==> config.mk <==
export PLATFORM = sky130hd
export DESIGN_NAME = instr_fetch
export DESIGN_NICKNAME = d
export VERILOG_FILES = /design/src/rtl/cpu_pkg.sv /design/src/rtl/pc_next_calc.sv /design/src/rtl/instr_fetch.sv
export SDC_FILE = /design/constraint.sdc
export NUM_CORES = 1
export LEC_CHECK = 0
export ABC_AREA = 0
export CAP_MARGIN = 20
export CORE_MARGIN = 2
export CORE_UTILIZATION = 45
export CTS_BUF_LIST = sky130_fd_sc_hd__clkbuf_8
export CTS_CLUSTER_SIZE = 24
export DETAILED_ROUTE_END_ITERATION = 8
export PLACE_DENSITY = 0.79
export SETUP_SLACK_MARGIN = 0.4
export SLEW_MARGIN = 30
export SYNTH_ARGS = -nofsm -noshare
export SYNTH_HDL_FRONTEND = slang
export SYNTH_HIERARCHICAL = 1
export SYNTH_SLANG_ARGS = --single-unit
==> constraint.sdc <==
create_clock -name Clk -period 2.6 [get_ports Clk]
set_input_delay 0.52 -clock Clk [delete_from_list [all_inputs] [get_ports Clk]]
set_output_delay 0.52 -clock Clk [all_outputs]
set_load 0.05 [all_outputs]
==> src/rtl/cpu_pkg.sv <==
// Shared definitions for the fetch/sequencing front end: FSM encoding,
// jump-select codes, control bundle and the default ack timeout.
package cpu_pkg;

  localparam int DEF_ACK_TIMEOUT = 15;

  localparam logic [2:0] ST_IDLE   = 3'd0;
  localparam logic [2:0] ST_FETCH  = 3'd1;
  localparam logic [2:0] ST_DECODE = 3'd2;
  localparam logic [2:0] ST_EXEC   = 3'd3;
  localparam logic [2:0] ST_HALT   = 3'd4;

  localparam logic [1:0] JIJR_NONE = 2'b00;
  localparam logic [1:0] JIJR_JI   = 2'b01;
  localparam logic [1:0] JIJR_JR   = 2'b10;
  localparam logic [1:0] JIJR_RSV  = 2'b11;

  // Control-unit outputs that steer the next-PC choice in EXEC.
  typedef struct packed {
    logic       pc_inc;
    logic       beq;
    logic [1:0] jijr;
  } pc_ctrl_t;

endpackage

==> src/rtl/pc_next_calc.sv <==
// Combinational next-PC selection: Ji > Jr > Beq > PCInc, else halt request.
module pc_next_calc
  import cpu_pkg::*;
(
  input  logic [7:0] pc,
  input  logic [7:0] imm,
  input  logic [7:0] jr_target,
  input  pc_ctrl_t   ctrl,
  input  logic       zero,
  output logic [7:0] next_pc,
  output logic       halt_req
);

  logic [7:0] pc_inc;

  assign pc_inc = pc + 8'd1;

  always_comb begin
    next_pc  = pc;
    halt_req = 1'b0;
    if (ctrl.jijr == JIJR_JI) begin
      next_pc = imm;
    end else if (ctrl.jijr == JIJR_JR) begin
      next_pc = jr_target;
    end else if (ctrl.beq) begin
      // Sign-extending an 8-bit offset into an 8-bit sum is the identity mod 256.
      next_pc = zero ? (pc_inc + imm) : pc_inc;
    end else if (ctrl.pc_inc) begin
      next_pc = pc_inc;
    end else begin
      halt_req = 1'b1;
    end
  end

endmodule

==> src/rtl/instr_fetch.sv <==
// Instruction fetch/sequencer: IDLE -> FETCH -> DECODE -> EXEC loop with
// ack timeout and sticky Halted/FetchErr status.
module instr_fetch
  import cpu_pkg::*;
#(
  parameter int ACK_TIMEOUT = DEF_ACK_TIMEOUT
) (
  input  logic        Clk,
  input  logic        Rst_n,
  input  logic        Run,
  output logic        ImemReq,
  output logic [7:0]  ImemAddr,
  input  logic        ImemAck,
  input  logic [15:0] ImemData,
  output logic [3:0]  Oper,
  output logic [7:0]  Imm,
  output logic        InstrValid,
  input  logic        PCInc_Op,
  input  logic        Beq_Op,
  input  logic [1:0]  JiJr_Op,
  input  logic        Zero,
  input  logic [7:0]  JrTarget,
  output logic [7:0]  PC,
  output logic        Halted,
  output logic        FetchErr
);

  localparam int CNT_W = $clog2(ACK_TIMEOUT + 1);
  localparam logic [CNT_W-1:0] CNT_LAST = CNT_W'(ACK_TIMEOUT - 1);

  logic [2:0]       state;
  logic [15:0]      ir;
  logic [CNT_W-1:0] to_cnt;
  pc_ctrl_t         ctrl;
  logic [7:0]       next_pc;
  logic             halt_req;

  assign ctrl       = '{pc_inc: PCInc_Op, beq: Beq_Op, jijr: JiJr_Op};
  assign ImemReq    = (state == ST_FETCH);
  assign InstrValid = (state == ST_DECODE);
  assign ImemAddr   = PC;
  assign Oper       = ir[15:12];
  assign Imm        = ir[7:0];

  pc_next_calc u_pc_next (
    .pc        (PC),
    .imm       (ir[7:0]),
    .jr_target (JrTarget),
    .ctrl      (ctrl),
    .zero      (Zero),
    .next_pc   (next_pc),
    .halt_req  (halt_req)
  );

  always_ff @(posedge Clk) begin
    if (!Rst_n) begin
      state    <= ST_IDLE;
      PC       <= 8'd0;
      ir       <= 16'd0;
      to_cnt   <= '0;
      Halted   <= 1'b0;
      FetchErr <= 1'b0;
    end else begin
      case (state)
        ST_IDLE: if (Run) state <= ST_FETCH;
        ST_FETCH: begin
          if (ImemAck) begin
            ir     <= ImemData;
            to_cnt <= '0;
            state  <= ST_DECODE;
          end else if (to_cnt == CNT_LAST) begin
            FetchErr <= 1'b1;
            Halted   <= 1'b1;
            state    <= ST_HALT;
          end else begin
            to_cnt <= to_cnt + 1'b1;
          end
        end
        ST_DECODE: state <= ST_EXEC;
        ST_EXEC: begin
          to_cnt <= '0;
          if (halt_req) begin
            Halted <= 1'b1;
            state  <= ST_HALT;
          end else begin
            PC    <= next_pc;
            state <= ST_FETCH;
          end
        end
        // Only reset leaves HALT.
        ST_HALT: state <= ST_HALT;
        default: state <= ST_IDLE;
      endcase
    end
  end

endmodule

# Word-level counts from Yosys, hierarchy flattened
# Index checks and enable logic that the tools add are counted.
[totals] latchBits=0 regBits=33 mem_count=0 output_inout_bits=32 ramBits=0 wordCells=54 rom_bits=0 inputBits=33
[classes] n_lt_le_gt_ge=0 muxes=21 reduce_logical=9 eq_ne=13 n_mul=0 add_sub_neg=3 div=0 bitwise_logic=2 shift=0
[op_table] op="$mux W8" count=5
[op_table] op="$pmux W3 S5" count=1
[op_table] op="$mux W3" count=4
[op_table] op="$add A8 B1 Y8 const B" count=1
[op_table] op="$add A8 B8 Y8" count=1
[op_table] op="$mux W4" count=2
[op_table] op="$pmux W4 S2" count=1
[op_table] op="$mux W1" count=7
[op_table] op="$eq A3 B2 Y1 const B" count=2
[op_table] op="$ne A2 B2 Y1 const B" count=3
[op_table] op="$reduce_and A2 Y1" count=3
[op_table] op="$reduce_and A3 Y1" count=2
[op_table] op="$add A4 B1 Y4 const B" count=1
[op_table] op="$eq A4 B4 Y1 const B" count=1
[op_table] op="$reduce_and A4 Y1" count=1
[op_table] op="$reduce_bool A4 Y1" count=1
[op_table] op="$eq A3 B1 Y1 const B" count=1
[op_table] op="$eq A3 B3 Y1 const B" count=1
[op_table] op="$logic_not A3 Y1" count=1
[op_table] op="$ne A3 B1 Y1 const B" count=1
[op_table] op="$ne A3 B3 Y1 const B" count=1
[op_table] op="$eq A2 B1 Y1 const B" count=1
[op_table] op="$eq A2 B2 Y1 const B" count=1
[op_table] op="$ne A2 B1 Y1 const B" count=1
[op_table] op="3 further kinds" count=4

# Depth between registers and ports, before layout
# Gate-level depths: netlist (run 1).
[logic_depth] depth_word=6 depth_mapped=13 depth_no_buf=13

# Modules after synthesis
# Netlist (run 1), hierarchy kept.
[by_module_without_submodules] module="instr_fetch" area_per_inst_um2=1246.2 cells_per_inst=144 n_inst=1 seq_area_each_um2=580.6
[by_module_without_submodules] module="pc_next_calc" area_per_inst_um2=997.2 cells_per_inst=138 n_inst=1 seq_area_each_um2=0.0

# Worst setup path before layout (run 1)
# OpenSTA, ideal clock, no wires.
[synth_path] path_type="register to register" startpoint="reg PC[0] (netlist: ImemAddr[0])" endpoint="reg PC[6] (netlist: ImemAddr[6])" stages_incl_launch_ff=13 period_less_slack_ns=2.950 arrival_ns=2.823 setup_slack_ns=-0.350 path_buffers=0 setup_ns=0.128 required_time_ns=2.472 cell_sequence="dfxtp_1 -> ha_1 -> nand3_2 -> nor2_1 -> xor2_1 -> ha_1 -> or4_1 -> nand3_1 -> nor3_1 -> a221oi_2 -> a21oi_1 -> mux2i_1 -> nor2_1"
[synth_via] elab_chain_len=6 elab_cells_between_ends=7 classes_between="add/sub (2); mux (5)"
[synth_rtl] element="start: declaration" line="instr_fetch.sv:23" source="output logic [7:0] PC,"
[synth_rtl] element="start signal: assignment" line="instr_fetch.sv:86" source="PC <= next_pc;"
[synth_rtl] element="$add A8 B1 Y8 (*)" line="pc_next_calc.sv:16" source="assign pc_inc = pc + 8'd1;"
[synth_rtl] element="$add A8 B8 Y8" line="pc_next_calc.sv:27" source="next_pc = zero ? (pc_inc + imm) : pc_inc;"
[synth_rtl] element="$mux W8" line="pc_next_calc.sv:27"
[synth_rtl] element="$mux W8 (*)" line="pc_next_calc.sv:25" source="end else if (ctrl.beq) begin"
[synth_rtl] element="$mux W8 (*)" line="pc_next_calc.sv:23" source="end else if (ctrl.jijr == JIJR_JR) begin"
[synth_rtl] element="$mux W8 (*)" line="pc_next_calc.sv:21" source="if (ctrl.jijr == JIJR_JI) begin"
[synth_rtl] element="via next_pc[6]" line="instr_fetch.sv:35" source="logic [7:0] next_pc;"
# The timed path passes the listed nets; every way through them passes the cells marked *. The select of a mux whose other input is x is not followed.
# A chain may end at the register's enable or synchronous reset.

# Worst setup path after layout (run 1)
[layout_path] startpoint="reg PC[1] (netlist: ImemAddr[1])" endpoint="reg PC[7] (netlist: ImemAddr[7])"
# The elaborated chain is that of the path after synthesis.

==> metrics.md, run 1 <==
| Metric | Value |
|---|---|
| RSZ-0062 raised after global routing | `yes` |
| Worst Clk Skew | `5.55 ps` |
| Setup Crit Path Kind | `register to register` |
| Max cap viols | `0` |
| Worst-path cell chain | `and4_4 -> nand2_4 -> xnor2_4 -> ha_2 -> or3_1 -> o211ai_1 -> mux2i_1 -> xnor2_1 -> o221ai_1 -> mux2i_1 -> nor2_1` |
| Final RePlAce weighted congestion | `0.832` |
| First-pass DRT Iterations | `4` |
| All-layer global routing usage | `24.2%` |
| Largest net degree at the start of global routing | `25` |
| Hold Path Class | `register to register` |
| Antenna Cells | `0` |
| Share of layout cells above drive strength 1 | `26.6%` |
| Final period util | `95.5%` |
| Register area share after synthesis | `25.9%` |
| Max VDD drop | `0.435 mV` |
| Top cells by area, synth | `dfxtp_1 (26%), nand2_1 (7.2%), mux2i_1 (7.1%)` |
| Die extent in y | `74.6 um` |
| Startpoint types | `register` |
| Tmin final | `2480 ps` |
| Family with the most delay on the worst path | `simple AND/OR/NAND/NOR gates` |
| Post-synth top area share | `25.9%` |
| Clock share of power | `32.7%` |
| Flop pwr share | `38.8%` |
| Total Power | `1.26 mW` |
| Ys flop type | `dfxtp_1` |
| Setup WS post-layout | `118 ps` |
| Outcome | `completed` |
| Die area | `5570 um2` |
| Ports | `65` |
| Syn nets | `327` |
| Worst Path Max Fanout | `5` |
| Number of enable flip-flop cells after synthesis | `0` |
| Switching part of the total | `31.7%` |
| Gate power share | `28.5%` |
| Worst hold slack | `460 ps` |
| CTS Buf Count | `5` |
| Crit path capture type | `register` |
| # setup viols final | `0` |
| Final-stage net count | `405` |
| Cell area after synthesis | `2240 um2` |
| Relative slew slack | `62.2%` |
| PD cells | `368 nW/um2` |
| Site row count | `25` |
| Finished Layout Cells | `428` |
| Initial drt markers | `177` |
| Max stage delay on crit path | `390 ps` |
| DRC violations left | `0` |
| Total Routed Length | `6910 um` |
| Register bit total from synthesis | `29` |
| Hold Fails Final Rpt | `0` |
| Cells after Synth | `282` |
| Fraction of registers with async set/reset | `0%` |
| Core Footprint | `4750 um2` |
| Core Util, Final | `71.9%` |
| Routed Antenna Nets | `0` |
| Pre-CTS setup slack | `47.5 ps` |
| First-pass GRT wire length | `10300 um` |
| P_int | `0.859 mW` |
| CP Buf/Inv Count | `0` |
| Arrival time worst endpoint | `2640 ps` |
| Clock buffer depth | `2` |
| Initial antenna violation count | `0` |
| Initial core utilization | `47.2%` |
| Most frequent CP cell | `mux2i_1` |
| WP data required | `2760 ps` |
| Leak Pwr | `1.35 nW` |
| GRT overflow | `0` |
| CP max-delay cell | `dfxtp_4` |
| Routed WL per cell | `16.1 um` |
| Clk sinks | `29` |
| Count leader, synth | `nand2_1` |
| Placed Cells incl. Taps | `408` |
| DP HPWL | `4720 um` |
| Root cell of the clock tree | `clkbuf_8` |
| Avg Cell Area, Syn | `7.96 um2` |
| Vias | `2353` |
| TritonCTS clock tree | `done` |
| Netlist cell types | `62` |
| Die Wd | `74.6 um` |
| H-tree Lvls | `2` |
| Post-synth top cells | `nand2_1 (43), dfxtp_1 (29), a21oi_1 (28)` |
| Max Slew Vio Count | `0` |
| Area delta synth->final | `52.4%` |
| Slew @ Worst Pin | `564 ps` |
| Vias per std cell | `5.50` |
| Fmax | `403 MHz` |
| Synth area leader | `dfxtp_1` |
| Clock slew at reported path FFs | `60 ps` |
| Vias in the first global route | `2202` |
| PortBufs | `60` |
| Yosys warnings | `6` |
| Post-CTS Hold Buffers | `0` |
| Clock Latency Late Sink | `280 ps` |
| Psw | `0.398 mW` |
[kinds of logic (layout without fill, tap and decap cells)]
logic type / Yosys count / in the layout / share of synthesized area (%)
simple gates: 109 / 109 / 25.0
compound gates: 68 / 68 / 20.0
buf+inv: 30 / 109 / 7.36
flops: 29 / 29 / 25.9
mux: 18 / 18 / 8.14
xor+xnor: 16 / 16 / 6.58
fa+ha+maj: 12 / 12 / 7.03
[area by class of cell]
cell class                      count  area, um2
Inverter                            8       30.0
Tap cell                           67       83.8
Clock inverter                      1       5.00
Clock buffer                        7       96.3
Sequential cell                    29        599
Multi-Input combinational cell    223       1740
Timing Repair Buffer               93        867
Fill cell                         359       1340
[flip-flops by register name, indices dropped and copies added, names as in the netlist]
name	cells
state	3
Halted	1
FetchErr	1
ir	12
ImemAddr	8
to_cnt	4
[stage by stage]
step | setup TNS (ps) | area (um2)
after floorplan | 0 | 2290
after global placement | 0 | 3000
after detailed placement | 0 | 3000
after CTS | 0 | 3210
after global routing | -2.69 | 3420
final | 0 | 3420
[power by group through the flow]
stage | Clock (mW) | Sequential, mW | Combinational (mW)
floorplan | 0 | 0.524 | 0.175
global placement | 0 | 0.493 | 0.323
detailed placement | 0 | 0.494 | 0.327
CTS | 0.418 | 0.485 | 0.335
global route | 0.438 | 0.491 | 0.386
finish | 0.411 | 0.488 | 0.359
[metal layers]
metal  global-route usage (%)  vias up  wire, um
met2                     39.9      103      3350
met4                     8.13        0       161
li1                         -     1158         -
met3                     4.88       17       422
met1                     31.8     1075      2970
met5                        0        -         0
[cells in the final DEF (no fill, tap or decap), drive strengths merged, types with 4 or more instances in the layout]
master	synthesis	final
buf	19	33
clkdlybuf4s50	0	54
ha	11	11
dlymetal6s2s	0	4
nor3	5	5
clkbuf	3	8
xnor2	12	12
a211oi	7	7
nor2	20	20
a21oi	30	30
xor2	4	4
o21ai	8	8
nand2	45	45
mux2i	16	16
nand3	11	11
inv	8	8
dfxtp	29	29
[worst min-delay path, cell delays in order, from the launching register on]
cell     delay, ps
dfxtp_1        310
nand2_1         50
a21oi_1         50
[final timing paths]
path                             startpoint           to  slack (ps)  depth (start not counted)
worst min register to register       ir[12]       ir[12]         460                          2
worst min-delay path                 ir[12]       ir[12]         460                          2
worst max-delay path            ImemAddr[1]  ImemAddr[7]         120                         11
worst max register to register  ImemAddr[1]  ImemAddr[7]         120                         11
[repair_timing]
item | in CTS | in global routing
pin swaps | 14 | 24
setup endpoints to repair | 7 | 11
setup buffers | 8 | 4
gates resized for setup | 10 | 35
No activity file was read; power rests on OpenSTA's default activity.
==> run 2: changes to the inputs <==
- CELL_PAD_IN_SITES_DETAIL_PLACEMENT: not set -> 0
- CELL_PAD_IN_SITES_GLOBAL_PLACEMENT: not set -> 1
- CORE_UTILIZATION: 45 -> 32
- CTS_CLUSTER_DIAMETER: not set -> 150
- PLACE_DENSITY: 0.79 -> not set
- PLACE_DENSITY_LB_ADDON: not set -> 0.1
==> run 2 against run 1 <==
Against the previous run: cell count up 6.1%; largest power group unchanged; first-iteration DRC count down 55%; cell area down 2.4%; clock skew down 3.5 ps; critical path type unchanged; register-to-register slack about the same; count of clock-buffer cells in the layout down 2; critical path depth unchanged; critical endpoint unchanged; sequential share of layout area up 0.43 points.
==> metrics.md, run 2 (synthesis results as in run 1) <==
| Metric | Value |
|---|---|
| Total Routed Length | `6700 um (-3.1%)` |
| Relative slew slack | `65.9% (+3.8 points)` |
| Arrival time worst endpoint | `2640 ps (about the same)` |
| Tmin final | `2480 ps (+0.0690 ps)` |
| Vias in the first global route | `2085 (-5.3%)` |
| Die Wd | `87.7 um (+18%)` |
| Core Footprint | `6790 um2 (+43%)` |
| Vias per std cell | `5.02 (-8.7%)` |
| Leak Pwr | `1.37 nW (+1.3%)` |
| Vias | `2278 (-3.2%)` |
| Share of layout cells above drive strength 1 | `23.5% (-3.1 points)` |
| Largest reg by FF count | `ir` |
| Site row count | `30 (+20%)` |
| # setup viols final | `0 (unchanged)` |
| Final-stage net count | `402 (-0.74%)` |
| Most common cell after layout, fill and taps aside | `clkdlybuf4s50_1` |
| Hold Path Class | `register to register` |
| Max cap viols | `0 (unchanged)` |
| First-pass DRT Iterations | `4 (unchanged)` |
| Area delta synth->final | `48.7%` |
| PortBufs | `60 (unchanged)` |
| Hold Fails Final Rpt | `0 (unchanged)` |
| Outcome | `completed` |
| Clk sinks | `29 (unchanged)` |
| Slew @ Worst Pin | `510 ps (-54.2 ps)` |
| RSZ-0062 raised after global routing | `yes` |
| Initial antenna violation count | `0 (unchanged)` |
| CP Buf/Inv Count | `0 (unchanged)` |
| Max stage delay on crit path | `390 ps (about the same)` |
| TritonCTS clock tree | `done` |
| H-tree Lvls | `2 (unchanged)` |
| Max reg flops | `12 (unchanged)` |
| CTS Buf Count | `5 (unchanged)` |
| Finished Layout Cells | `454 (+6.1%)` |
| WP data required | `2760 ps (about the same)` |
| DRC violations left | `0 (unchanged)` |
| Core Util, Final | `49.1% (-23 points)` |
| Initial core utilization | `33.0% (-14 points)` |
| Worst hold slack | `458 ps (-2.33 ps)` |
| Post-CTS Hold Buffers | `0 (unchanged)` |
| Root cell of the clock tree | `clkbuf_8` |
| Origin of the critical flop-to-flop path | `ImemAddr[0]` |
| Startpoint types | `register` |
| Routed Antenna Nets | `0 (unchanged)` |
| Family with the most delay on the worst path | `simple AND/OR/NAND/NOR gates` |
| Antenna Cells | `0 (unchanged)` |
| Clock Latency Late Sink | `280 ps (about the same)` |
| Critical Path Start | `ImemAddr[0]` |
| First-pass GRT wire length | `10400 um (+1.3%)` |
| Die extent in y | `87.7 um (+18%)` |
| Initial drt markers | `79 (-55%)` |
| All-layer global routing usage | `17.3% (-6.9 points)` |
| Total negative slack | `0 ps (unchanged)` |
| Most frequent cells in the layout | `clkdlybuf4s50_1 (52), nand2_1 (43), buf_4 (30)` |
| Die area | `7700 um2 (+38%)` |
| GRT overflow | `0 (unchanged)` |
| Most frequent CP cell | `mux2i_1` |
| Worst Clk Skew | `2.03 ps (-3.52 ps)` |
| Final period util | `95.5% (about the same)` |
| Max Slew Vio Count | `0 (unchanged)` |
| Routed WL per cell | `14.8 um (-8.6%)` |
| Placed Cells incl. Taps | `439 (+7.6%)` |
| Hold path start | `ir[12]` |
| PD cells | `385 nW/um2 (+4.7%)` |
| Setup Crit Path Kind | `register to register` |
| CP max-delay cell | `dfxtp_4` |
| Ports | `65 (unchanged)` |
| Largest net degree at the start of global routing | `26 (+4.0%)` |
| Final RePlAce weighted congestion | `0.819 (-1.6%)` |
| Max VDD drop | `0.292 mV (-33%)` |
| Clock slew at reported path FFs | `60 ps (about the same)` |
| Worst-path cell chain | `and4_4 -> nand2_2 -> xnor2_4 -> ha_1 -> or3_1 -> o211ai_1 -> mux2i_1 -> xnor2_1 -> o221ai_1 -> mux2i_1 -> nor2_1` |
| Fmax | `403 MHz (about the same)` |
| Clock buffer depth | `2 (unchanged)` |
| Worst Path Max Fanout | `6 (+1)` |
| DP HPWL | `4970 um (+5.2%)` |
| Crit path capture type | `register` |
## run 2: cell types whose count changed in the layout (fill, tap and decap cells not counted), moves of 3 or more
| cell | change |
|---|---|
| buf_6 | -4 |
| ha_4 | -4 |
| inv_1 | +4 |
| inv_2 | -3 |
## run 2: report_power, final
group          internal (mW)  switching, mW  total, mW
Sequential             0.459         0.0269      0.486
Clock                  0.280          0.172      0.452
Combinational          0.155          0.192      0.347
Total                  0.894          0.392       1.29
## run 2: what timing repair did
action	CTS	global route
endpoints found under the setup margin	10	10
buffers inserted	4	3
gates resized for setup	8	22
pin swaps	15	13
## run 2: per-stage QoR
step	power, mW	area, um2	worst slack, ps
4_1_cts	1.29	3220	85.4
3_3_place_gp	0.831	3050	66.7
6_report	1.29	3340	117
2_1_floorplan	0.700	2290	129
5_1_grt	1.35	3340	-24.2
3_5_place_dp	0.830	3050	51.1
## run 2: tightest hold or removal path, delay by kind of cell (launching register included)
kind / cells / cell delay (ps)
flops: 1 / 310
simple gates: 1 / 50
compound gates: 1 / 50
## run 2: worst paths after layout
kind,to,slack [ps],depth (start not counted)
worst max-delay path,ImemAddr[7],120,11
worst min-delay path,ir[12],460,2
worst max register to register,ImemAddr[7],120,11
worst min register to register,ir[12],460,2
## run 2: area by class of cell
| class | count | area [um2] |
|---|---|---|
| Fill cell | 652 | 3460 |
| Sequential cell | 29 | 599 |
| Tap cell | 96 | 120 |
| Inverter | 8 | 30.0 |
| Clock inverter | 3 | 38.8 |
| Clock buffer | 5 | 68.8 |
| Timing Repair Buffer | 90 | 835 |
| Multi-Input combinational cell | 223 | 1650 |
## run 2: metal layers
metal	part of all wire [%]	GRT usage (%)	up-vias
met3	5.6	3.30	5
met2	46	27.3	63
li1	-	-	1144
met4	0.60	5.03	0
met1	48	24.0	1066
met5	0	0	-
==> run 3: changes to the inputs <==
- GPL_ROUTABILITY_DRIVEN: not set -> 0
==> results of run 3 <==
No change in the layout: final DEF, timing and power equal those of run 2.
